**config.mk**
```make
export PLATFORM = sky130hd
export DESIGN_NAME = peak_phase_detect
export DESIGN_NICKNAME = d
export VERILOG_FILES = /design/src/rtl/pr3_pkg.sv /design/src/rtl/phase_wrap.sv /design/src/rtl/peak_phase_detect.sv
export SDC_FILE = /design/constraint.sdc
export NUM_CORES = 1
export LEC_CHECK = 0
export BUFFER_PORTS_ARGS = -buffer_cell sky130_fd_sc_hd__buf_2
export CAP_MARGIN = 40
export CORE_MARGIN = 2
export CORE_UTILIZATION = 40
export CTS_BUF_LIST = sky130_fd_sc_hd__clkbuf_8
export DETAILED_ROUTE_END_ITERATION = 7
export SKIP_LAST_GASP = 1
export SLEW_MARGIN = 20
export SYNTH_ARGS = -nofsm -noshare
export SYNTH_HDL_FRONTEND = slang
export SYNTH_SLANG_ARGS = --single-unit
```
**constraint.sdc**
```tcl
create_clock -name clk -period 9.7 [get_ports clk]
set_input_delay 0.97 -clock clk [delete_from_list [all_inputs] [get_ports clk]]
set_output_delay 0.97 -clock clk [all_outputs]
set_load 0.01 [all_outputs]
```
**src/rtl/pr3_pkg.sv**
```systemverilog
// Shared types and constants for the phase-extraction chain.
// Latency: n/a (types, constants and a pure function only).
// Backpressure: n/a.
package pr3_pkg;

    // Q3.13 phase, range [-pi, pi)
    typedef logic signed [15:0] phase_t;

    // Frequency in Hz, UQ24.0
    typedef logic [23:0] freq_t;

    localparam int PI_Q13     = 25736;
    localparam int TWO_PI_Q13 = 51472;

    typedef enum logic [1:0] {
        ST_IDLE,
        ST_SCAN,
        ST_EMIT
    } state_t;

    // Bin index to Hz: full 64-bit product, shifted by log2(frame length), truncated to 24 bits
    function automatic freq_t bin_to_hz(input logic [31:0] bin, input int fs, input int shift);
        logic [63:0] prod;
        prod = {32'd0, bin} * {32'd0, 32'(fs)};
        return freq_t'(prod >> shift);
    endfunction

endpackage

```
**src/rtl/phase_wrap.sv**
```systemverilog
// Wrapped phase difference a-b, folded back into [-pi, pi] in Q3.13.
// Latency: 1 cycle (single registered stage).
// Backpressure: none, a new pair is accepted every cycle.
module phase_wrap
    import pr3_pkg::*;
(
    input  logic   clk,
    input  logic   reset,
    input  phase_t i_a,
    input  phase_t i_b,
    output phase_t o_diff
);

    // One extra bit so the raw difference of two Q3.13 values never overflows
    logic signed [16:0] w_diff;
    phase_t             r_diff;

    assign w_diff = 17'(i_a) - 17'(i_b);
    assign o_diff = r_diff;

    // Fold the raw difference by one full turn when it leaves [-pi, pi]
    always_ff @(posedge clk) begin
        if (reset) begin
            r_diff <= '0;
        end else if (w_diff > PI_Q13) begin
            r_diff <= phase_t'(32'(w_diff) - TWO_PI_Q13);
        end else if (w_diff < -PI_Q13) begin
            r_diff <= phase_t'(32'(w_diff) + TWO_PI_Q13);
        end else begin
            r_diff <= phase_t'(w_diff);
        end
    end

endmodule

```
**src/rtl/peak_phase_detect.sv**
```systemverilog
// Finds channel-0 peak bin per run of NCHAN FFT frames and reports each channel's phase relative to channel 0.
// Latency: first record 2 cycles after the final eop beat, then one record per cycle (chan 1..NCHAN-1).
// Backpressure: none; input accepted every cycle, downstream must take every record.
module peak_phase_detect
    import pr3_pkg::*;
#(
    parameter int NCHAN   = 3,
    parameter int FFT     = 11,
    parameter int MWIDTH  = 25,
    parameter int FS      = 20000000,
    parameter int BIN_MIN = 1,
    parameter int BIN_MAX = 2**(FFT-1)-1,
    parameter int MAG_MIN = 0
) (
    input  logic                      clk,
    input  logic                      reset,
    input  logic                      sink_valid,
    input  logic                      sink_sop,
    input  logic                      sink_eop,
    input  logic [MWIDTH-1:0]         sink_mag,
    input  phase_t                    sink_phase,
    output logic                      source_valid,
    output logic                      source_sop,
    output logic                      source_eop,
    output logic [$clog2(NCHAN)-1:0]  source_chan,
    output freq_t                     source_freq,
    output phase_t                    source_phase,
    output logic                      source_lock,
    output logic                      source_error
);

    localparam int CW = $clog2(NCHAN);
    localparam logic [FFT-1:0] LAST_BIN = {FFT{1'b1}};

    // Control / counters
    state_t            r_state;
    logic [FFT-1:0]    r_bin_nxt;      // bin number the next non-sop beat will carry
    logic              r_in_frame;
    logic [CW-1:0]     r_chan;
    logic              r_bad;

    // Peak search and per-channel capture for the run in progress
    logic [MWIDTH-1:0] r_peak_mag;
    logic [FFT-1:0]    r_peak_bin;
    phase_t            r_ref_phase;
    phase_t            r_cap [NCHAN];  // entry 0 unused; kept so chan indexes directly

    // Snapshot of a finished run, so the next run can capture freely while this one is emitted
    freq_t             r_em_freq;
    phase_t            r_em_ref;
    phase_t            r_em_ph [NCHAN];
    logic              r_em_lock;
    logic [CW-1:0]     r_emit_idx;

    // Registered outputs
    logic              r_valid;
    logic              r_sop;
    logic              r_eop;
    logic [CW-1:0]     r_out_chan;
    freq_t             r_freq;
    logic              r_lock;
    logic              r_error;

    logic              w_beat;
    logic [FFT-1:0]    w_bin;
    logic              w_last_chan;
    logic              w_run_end;
    logic              w_err;
    logic              w_in_win;
    logic              w_ch0_sop;
    logic [MWIDTH-1:0] w_peak_ref;
    logic              w_peak_upd;
    logic              w_cap_hit;
    phase_t            w_wrap_diff;

    // Beats before the first sop after reset are ignored
    assign w_beat      = sink_valid && (r_state != ST_IDLE || sink_sop);
    assign w_bin       = sink_sop ? '0 : r_bin_nxt;
    assign w_last_chan = (r_chan == CW'(NCHAN-1));
    assign w_run_end   = w_beat && sink_eop && w_last_chan;
    assign w_err       = w_beat && ((sink_sop && r_in_frame) || (sink_eop && (w_bin != LAST_BIN)));
    assign w_in_win    = (int'(w_bin) >= BIN_MIN) && (int'(w_bin) <= BIN_MAX);
    assign w_ch0_sop   = w_beat && sink_sop && (r_chan == '0);
    // The channel-0 sop beat compares against a freshly cleared peak
    assign w_peak_ref  = w_ch0_sop ? '0 : r_peak_mag;
    assign w_peak_upd  = w_beat && (r_chan == '0) && w_in_win && (sink_mag > w_peak_ref);
    assign w_cap_hit   = w_beat && (r_chan != '0) && (w_bin == r_peak_bin);

    // Bin counter, channel counter, frame tracking and bad-run flag
    always_ff @(posedge clk) begin
        if (reset) begin
            r_bin_nxt  <= '0;
            r_in_frame <= 1'b0;
            r_chan     <= '0;
            r_bad      <= 1'b0;
        end else if (w_beat) begin
            r_bin_nxt  <= w_bin + FFT'(1);
            r_in_frame <= !sink_eop;
            if (sink_eop) begin
                r_chan <= w_last_chan ? '0 : r_chan + CW'(1);
            end
            // Any error at the final eop is folded into the snapshot, so the flag restarts clean
            if (w_run_end) begin
                r_bad <= 1'b0;
            end else if (w_err) begin
                r_bad <= 1'b1;
            end
        end
    end

    // Channel-0 peak search (strict compare keeps the lowest bin on ties) and phase capture for k>0
    always_ff @(posedge clk) begin
        if (reset) begin
            r_peak_mag  <= '0;
            r_peak_bin  <= '0;
            r_ref_phase <= '0;
            for (int k = 0; k < NCHAN; k++) begin
                r_cap[k] <= '0;
            end
        end else begin
            if (w_peak_upd) begin
                r_peak_mag  <= sink_mag;
                r_peak_bin  <= w_bin;
                r_ref_phase <= sink_phase;
            end else if (w_ch0_sop) begin
                // Clearing bin and reference too keeps a no-peak run from reusing the previous run's bin
                r_peak_mag  <= '0;
                r_peak_bin  <= '0;
                r_ref_phase <= '0;
            end
            if (w_cap_hit) begin
                r_cap[r_chan] <= sink_phase;
            end
        end
    end

    // Snapshot the finished run on its final eop beat, forwarding a capture that lands on that same beat
    always_ff @(posedge clk) begin
        if (reset) begin
            r_em_freq <= '0;
            r_em_ref  <= '0;
            r_em_lock <= 1'b0;
            for (int k = 0; k < NCHAN; k++) begin
                r_em_ph[k] <= '0;
            end
        end else if (w_run_end) begin
            r_em_freq <= bin_to_hz(32'(r_peak_bin), FS, FFT);
            r_em_ref  <= r_ref_phase;
            r_em_lock <= (r_peak_mag > MWIDTH'(MAG_MIN)) && !r_bad && !w_err;
            for (int k = 0; k < NCHAN; k++) begin
                r_em_ph[k] <= (w_cap_hit && (r_chan == CW'(k))) ? sink_phase : r_cap[k];
            end
        end
    end

    // Run FSM and record sideband; the wrap stage produces the phase in step with these registers
    always_ff @(posedge clk) begin
        if (reset) begin
            r_state    <= ST_IDLE;
            r_emit_idx <= '0;
            r_valid    <= 1'b0;
            r_sop      <= 1'b0;
            r_eop      <= 1'b0;
            r_out_chan <= '0;
            r_freq     <= '0;
            r_lock     <= 1'b0;
            r_error    <= 1'b0;
        end else begin
            r_valid <= 1'b0;
            r_sop   <= 1'b0;
            r_eop   <= 1'b0;
            r_error <= w_err;
            case (r_state)
                ST_IDLE: begin
                    if (sink_valid && sink_sop) begin
                        r_state <= ST_SCAN;
                    end
                end
                ST_SCAN: begin
                    r_state <= ST_SCAN;
                end
                ST_EMIT: begin
                    r_valid    <= 1'b1;
                    r_out_chan <= r_emit_idx;
                    r_sop      <= (r_emit_idx == CW'(1));
                    r_eop      <= (r_emit_idx == CW'(NCHAN-1));
                    r_freq     <= r_em_freq;
                    r_lock     <= r_em_lock;
                    if (r_emit_idx == CW'(NCHAN-1)) begin
                        r_state <= ST_SCAN;
                    end else begin
                        r_emit_idx <= r_emit_idx + CW'(1);
                    end
                end
                default: begin
                    r_state <= ST_IDLE;
                end
            endcase
            // A run end always (re)starts emission of the newest snapshot
            if (w_run_end) begin
                r_state    <= ST_EMIT;
                r_emit_idx <= CW'(1);
            end
        end
    end

    phase_wrap u_wrap (
        .clk    (clk),
        .reset  (reset),
        .i_a    (r_em_ph[r_emit_idx]),
        .i_b    (r_em_ref),
        .o_diff (w_wrap_diff)
    );

    assign source_valid = r_valid;
    assign source_sop   = r_sop;
    assign source_eop   = r_eop;
    assign source_chan  = r_out_chan;
    assign source_freq  = r_freq;
    assign source_phase = w_wrap_diff;
    assign source_lock  = r_lock;
    assign source_error = r_error;

endmodule

```
==> out/qor.txt, run 1 <==
Mean Syn Cell Area = 9.18 um^2
Setup Buffers After CTS = 0
reg2reg path depth = 18
R2R setup slack = 3.91 ns
Num CTS Buffers = 47
fin crit share = 0.597
pwr dens = 143 mW/mm^2
fin area = 0.0167 mm^2
largest net degree at the start of global routing = 66
Req. time, crit path = 10.15 ns
min Tclk post-route = 5.79 ns
Reg clk slew, reported paths = 0.06 ns
EDFF count, synth = 96
RSZ-0062 raised after global routing = false
synthesized flop and latch total = 255
worst skew pair latency = 0.62 ns
peak supply drop = 0.0947 mV
worst-path fanout max = 12
Setup TNS = 0 ns
CTS Hold Buffers Added = 0
R2R Path End = r_em_freq[23]
Cell variety after synth = 80
Die W = 196 um
CP Capture Type = register
Clock Path Buffers = 3
clock skew = 0.0387 ns
Post-Synthesis Cells = 1611
fin nets = 1932
Core Area = 0.0365 mm^2
outcome = finished clean
total routed wirelength = 36400 um
CTS tree = built
final RePlAce weighted congestion = 0.894
# setup viols final = 0
Setup crit start kind = register
# rows = 70
n_diodes = 0
cell taking the most area after synthesis = dfxtp_1
total grt overflow = 0
number of global-route vias before repair = 11170
HPWL Detailed = 25400 um
Routed WL per cell = 16.4 um
asr flop ratio synth = 0
Synth top cells by count = nand2_1, dfxtp_1, ha_1
first-pass GRT wire length = 58900 um
top-area cell type share of the netlist area = 0.215
GR Util All Layers = 0.192
Initial Util = 0.405
max-capacitance violation count = 0
Main synth FF type = dfxtp_1
class of the worst hold path = reg -> reg
DRC viols = 0
initial antenna violation count = 2
top-count cell post-synth = nand2_1
Die H = 196 um
Seq/Total Area, Yosys = 0.410
worst reg2reg path startpoint = r_peak_bin[10]
router iterations before antenna repair = 5
Lkg Pwr = 7.28 nW
CP Launch Point = r_peak_bin[10]
Mapped Area = 0.0148 mm^2
Post-Place Cell Area = 0.0158 mm^2
fin. max-slew vios = 0
drt first-iter violations = 635
P&R area growth vs syn = 13.1%
worst rel slew slack = 0.413
CTS root buffer = clkbuf_8
kind of critical path = reg -> reg
top area cells in the synthesized netlist = dfxtp_1, edfxtp_1, ha_1
Post-DRT Antenna Nets = 0
vias post-DR = 11462
total clock sinks = 255
synth warn = 0
layout cell share with drive strength beyond 1 = 0.121
Fin. Hold Viols = 0
via density per instance = 5.18
PortBufs = 92
CP Capture Point = r_em_freq[23]
post_cts resized = 0
worst slew pin tran = 0.859 ns
Ports = 93
FMAX = 0.173 GHz
Die Area = 0.0385 mm^2
H-Tree Depth = 2
crit path DAT = 6.24 ns
-- stage by stage --
stage	power, mW	instances	hold slack, ns	worst slack [ns]	utilization
after global placement	1.37	2123	0.440	3.97	0.431
after CTS	2.42	2213	0.452	3.92	0.458
after detailed placement	1.38	2126	0.442	3.99	0.432
final	2.39	2213	0.449	3.91	0.458
after floorplan	1.31	1626	0.425	4.67	-
after global routing	2.49	2213	0.478	3.57	0.458
-- critical path: stages, from the launching register on --
cell and delay (ns):
dfxtp_1 0.69, ha_1 0.38, ha_1 0.29, inv_1 0.06, fa_1 0.53, inv_1 0.06, fa_1 0.53, inv_1 0.06
fa_1 0.53, inv_1 0.04, ha_1 0.33, o21a_1 0.18, nor2_1 0.30, a31o_2 0.24, o211ai_1 0.12, a2111oi_0 0.81
o31ai_1 0.22, xnor2_1 0.18, o21ai_0 0.08
-- power by group --
part           total [mW]  internal [mW]  switching [mW]
registers            1.15           1.14         0.00982
logic               0.205         0.0727           0.132
clock network        1.03          0.566           0.468
-- routing by layer --
metal | track usage | up-vias | part of all wire
li1 | - | 5758 | -
met1 | 0.262 | 5416 | 0.48
met2 | 0.305 | 227 | 0.45
met3 | 0.0347 | 57 | 0.042
met4 | 0.0662 | 4 | 0.024
met5 | 0 | - | 0.00049
-- sequential cells by signal, indices dropped and copies added, names as in the netlist --
register and count:
r_cap 48, r_in_frame 1, r_em_ref 16, source_lock 1, r_state 2, u_wrap.o_diff 16
r_peak_bin 11, source_valid 1, r_em_lock 1, r_peak_mag 25, r_em_freq 24, r_emit_idx 2
r_ref_phase 16, source_chan 2, source_eop 1, source_sop 1, r_chan 2, source_freq 24
source_error 1, r_em_ph 48, r_bad 1, r_bin_nxt 11
-- cell families (layout without fill, tap and decap cells) --
group / after synthesis / in the layout / share of synthesized area
xor gates and xnor gates: 46 / 46 / 0.0290
buffers and inverters: 209 / 328 / 0.0535
DFF: 255 / 255 / 0.410
and+or+nand+nor: 557 / 557 / 0.173
muxes: 39 / 39 / 0.0270
other: 1 / 16 / 0.000253
AOI/OAI and AO/OA: 325 / 325 / 0.138
adders and majority gates: 179 / 179 / 0.170
-- worst min path at each step --
stage                     from         endpoint  slack (ns)  depth (start not counted)
2_1_floorplan  r_ref_phase[10]     r_em_ref[10]        0.42                          2
3_3_place_gp    r_ref_phase[6]      r_em_ref[6]        0.44                          2
3_5_place_dp      r_em_freq[8]     r_em_freq[8]        0.44                          2
4_1_cts        source_freq[16]  source_freq[16]        0.45                          2
5_1_grt         source_freq[6]   source_freq[6]        0.48                          2
6_report          r_em_freq[8]     r_em_freq[8]        0.45                          2
-- layout by cell type, fill, tap and decap left out, types with 14 or more instances in the layout --
master      n
buf_4      17
nor2_1    114
xnor2_1    32
conb_1     16
nand2_1   225
a21oi_1   121
clkbuf_8   54
nand4_1    14
nand3_1    62
edfxtp_1   96
a21o_1     24
a211oi_1   14
ha_1      143
and3_1     25
fa_1       36
o21ai_0    79
nor2b_1    17
inv_1     143
buf_2      92
mux2i_1    35
nor3_1     14
dfxtp_1   159
and2_1     35
-- cell type report --
cell class,count,area (um^2)
Sequential cell,255,6070
Multi-Input combinational cell,1162,8020
Inverter,131,492
Timing Repair Buffer,110,616
Tap cell,468,586
Clock buffer,54,743
Clock inverter,33,211
Fill cell,3510,19800
(Power assumes the default switching activity.)
==> run 2: changes to the inputs <==
clock period = 6.05 ns   (was 9.7 ns; I/O delays follow)
==> out/qor.txt, run 2 (synthesized netlist as in run 1, its figures left out) <==
outcome = finished clean (unchanged)
final RePlAce weighted congestion = 0.914 (was 0.894)
CP Launch Point = r_peak_bin[5] (was r_peak_bin[10])
worst-path fanout max = 10 (was 12)
min Tclk post-route = 5.55 ns (was 5.79 ns)
sw power = 0.979 mW (was 0.610 mW)
Setup Buffers After CTS = 0 (unchanged)
worst rel slew slack = 0.385 (was 0.413)
max-capacitance violation count = 0 (unchanged)
Clock Path Buffers = 3 (unchanged)
sw frac = 0.254 (was 0.255)
Req. time, crit path = 6.54 ns (was 10.15 ns)
Fillers = 3506 (was 3510)
commonest non-fill, non-tap cell in the layout = nand2_1 (unchanged)
pwr dens = 229 mW/mm^2 (was 143 mW/mm^2)
H-Tree Depth = 2 (unchanged)
drt first-iter violations = 606 (was 635)
# setup viols final = 0 (unchanged)
Reg clk slew, reported paths = 0.06 ns (about the same)
Initial Util = 0.405 (unchanged)
R2R Path End = r_em_freq[23] (unchanged)
fin nets = 1937 (was 1932)
clock skew = 0.0206 ns (was 0.0387 ns)
vias post-DR = 11527 (was 11462)
fin crit share = 0.918 (was 0.597)
Pint = 2.87 mW (was 1.78 mW)
Core Area = 0.0365 mm^2 (unchanged)
largest net degree at the start of global routing = 64 (was 66)
FMAX = 0.180 GHz (was 0.173 GHz)
Seq pwr share = 0.479 (was 0.481)
RSZ-0062 raised after global routing = false (unchanged)
number of global-route vias before repair = 11218 (was 11170)
Regs by FF count = r_cap x48, r_em_ph x48, r_peak_mag x25 (unchanged)
total routed wirelength = 36800 um (was 36400 um)
Setup WS post-layout = 0.496 ns (was 3.91 ns)
Setup TNS = 0 ns (unchanged)
Die Area = 0.0385 mm^2 (unchanged)
Routed WL per cell = 16.6 um (was 16.4 um)
Setup crit start kind = register (unchanged)
HPWL Detailed = 25600 um (was 25400 um)
post_cts resized = 0 (unchanged)
Fin. Hold Viols = 0 (unchanged)
Die W = 196 um (unchanged)
crit path DAT = 6.04 ns (was 6.24 ns)
total clock sinks = 255 (unchanged)
# rows = 70 (unchanged)
most frequent cells in the layout = nand2_1, dfxtp_1, inv_1 (was nand2_1, dfxtp_1, inv_1, ha_1, a21oi_1)
router iterations before antenna repair = 4 (was 5)
total grt overflow = 0 (unchanged)
Post-DRT Antenna Nets = 0 (unchanged)
P&R area growth vs syn = 13.4% (was 13.1%)
CTS root buffer = clkbuf_8 (unchanged)
kind of critical path = reg -> reg (unchanged)
worst slew pin tran = 0.899 ns (was 0.859 ns)
reg2reg path depth = 18 (unchanged)
Die H = 196 um (unchanged)
Post-Place Worst Slack = 0.485 ns (was 3.99 ns)
class of the worst hold path = in -> reg (was reg -> reg)
Comb power frac = 0.086 (about the same)
power consumption = 3.85 mW (was 2.39 mW)
Lkg Pwr = 7.31 nW (was 7.28 nW)
share of total power in the clock network = 0.435 (was 0.433)
CTS Hold Buffers Added = 0 (unchanged)
R2R setup slack = 0.50 ns (was 3.91 ns)
n_diodes = 0 (unchanged)
CTS tree = built (unchanged)
worst reg2reg path startpoint = r_peak_bin[5] (was r_peak_bin[10])
initial antenna violation count = 1 (was 2)
GR Util All Layers = 0.191 (was 0.192)
Ports = 93 (unchanged)
peak supply drop = 0.128 mV (was 0.0947 mV)
PortBufs = 92 (unchanged)
CP Capture Point = r_em_freq[23] (unchanged)
DRC viols = 0 (unchanged)
CP Capture Type = register (unchanged)
worst skew pair latency = 0.62 ns (about the same)
fin. max-slew vios = 0 (unchanged)
Num CTS Buffers = 46 (was 47)
via density per instance = 5.20 (was 5.18)
layout cell share with drive strength beyond 1 = 0.123 (was 0.121)
first-pass GRT wire length = 58900 um (about the same)
==> run 2: changes by cell type in the layout (fill, tap and decap cells not counted) <==
cell	previous run	this run
clkinv_8	1	0
clkinvlp_4	2	3
clkbuf_8	54	56
buf_4	17	24
clkinv_2	8	4
inv_1	143	147
clkinv_1	6	2
buf_2	92	91
==> run 2: power groups by stage <==
stage / combinational [mW] / clock [mW] / sequential [mW]
global placement: 0.329 / 0 / 1.88
CTS: 0.333 / 1.73 / 1.84
global route: 0.368 / 1.81 / 1.85
floorplan: 0.215 / 0 / 1.88
detailed placement: 0.332 / 0 / 1.88
finish: 0.332 / 1.67 / 1.84
==> run 2: worst max-delay path, cell delays in order, from the launching register on <==
cell and delay (ns):
dfxtp_1 0.61, ha_1 0.35, ha_1 0.29, inv_1 0.05, fa_1 0.53, inv_1 0.05, fa_1 0.52, inv_1 0.05
fa_1 0.53, inv_1 0.04, ha_1 0.33, o21a_1 0.18, nor2_1 0.24, a31o_2 0.22, o211ai_1 0.12, a2111oi_0 0.84
o31ai_1 0.21, xnor2_1 0.18, o21ai_0 0.08
==> run 2: how the worst min path moves through the flow <==
stage / to / cells after the start / startpoint
floorplan: r_em_ref[10] / 2 / r_ref_phase[10]
global placement: r_em_ref[4] / 2 / r_ref_phase[4]
detailed placement: r_em_freq[2] / 2 / r_em_freq[2]
CTS: r_peak_mag[0] / 3 / sink_mag[0]
global route: r_peak_mag[5] / 3 / sink_mag[5]
finish: r_peak_mag[14] / 3 / sink_mag[14]
==> run 2: area by class of cell <==
class | instances | area, um^2 | area share
sequential | 255 | 6070 | 0.362
tap | 468 | 586 | 0.0349
clock inverter | 29 | 183 | 0.0109
timing repair buffer | 116 | 663 | 0.0395
multi-input combinational | 1162 | 8020 | 0.478
inverter | 131 | 492 | 0.0293
clock buffer | 56 | 771 | 0.0459
==> run 2: metal layers <==
layer  share of wire  GRT usage  routed length (um)
met5               0          0                   0
met4           0.023     0.0626                 857
met3           0.051     0.0388                1860
met2            0.44      0.301               16200
met1            0.48      0.263               17800
==> run 2: per-stage QoR <==
step            util  cell area (um^2)  std cells  hold WS (ns)
3_3_place_gp   0.432             15800       2130         0.435
5_1_grt        0.459             16800       2217         0.226
2_1_floorplan      -             14900       1626         0.425
4_1_cts        0.459             16800       2217         0.198
6_report       0.459             16800       2217         0.254
3_5_place_dp   0.433             15800       2132         0.443
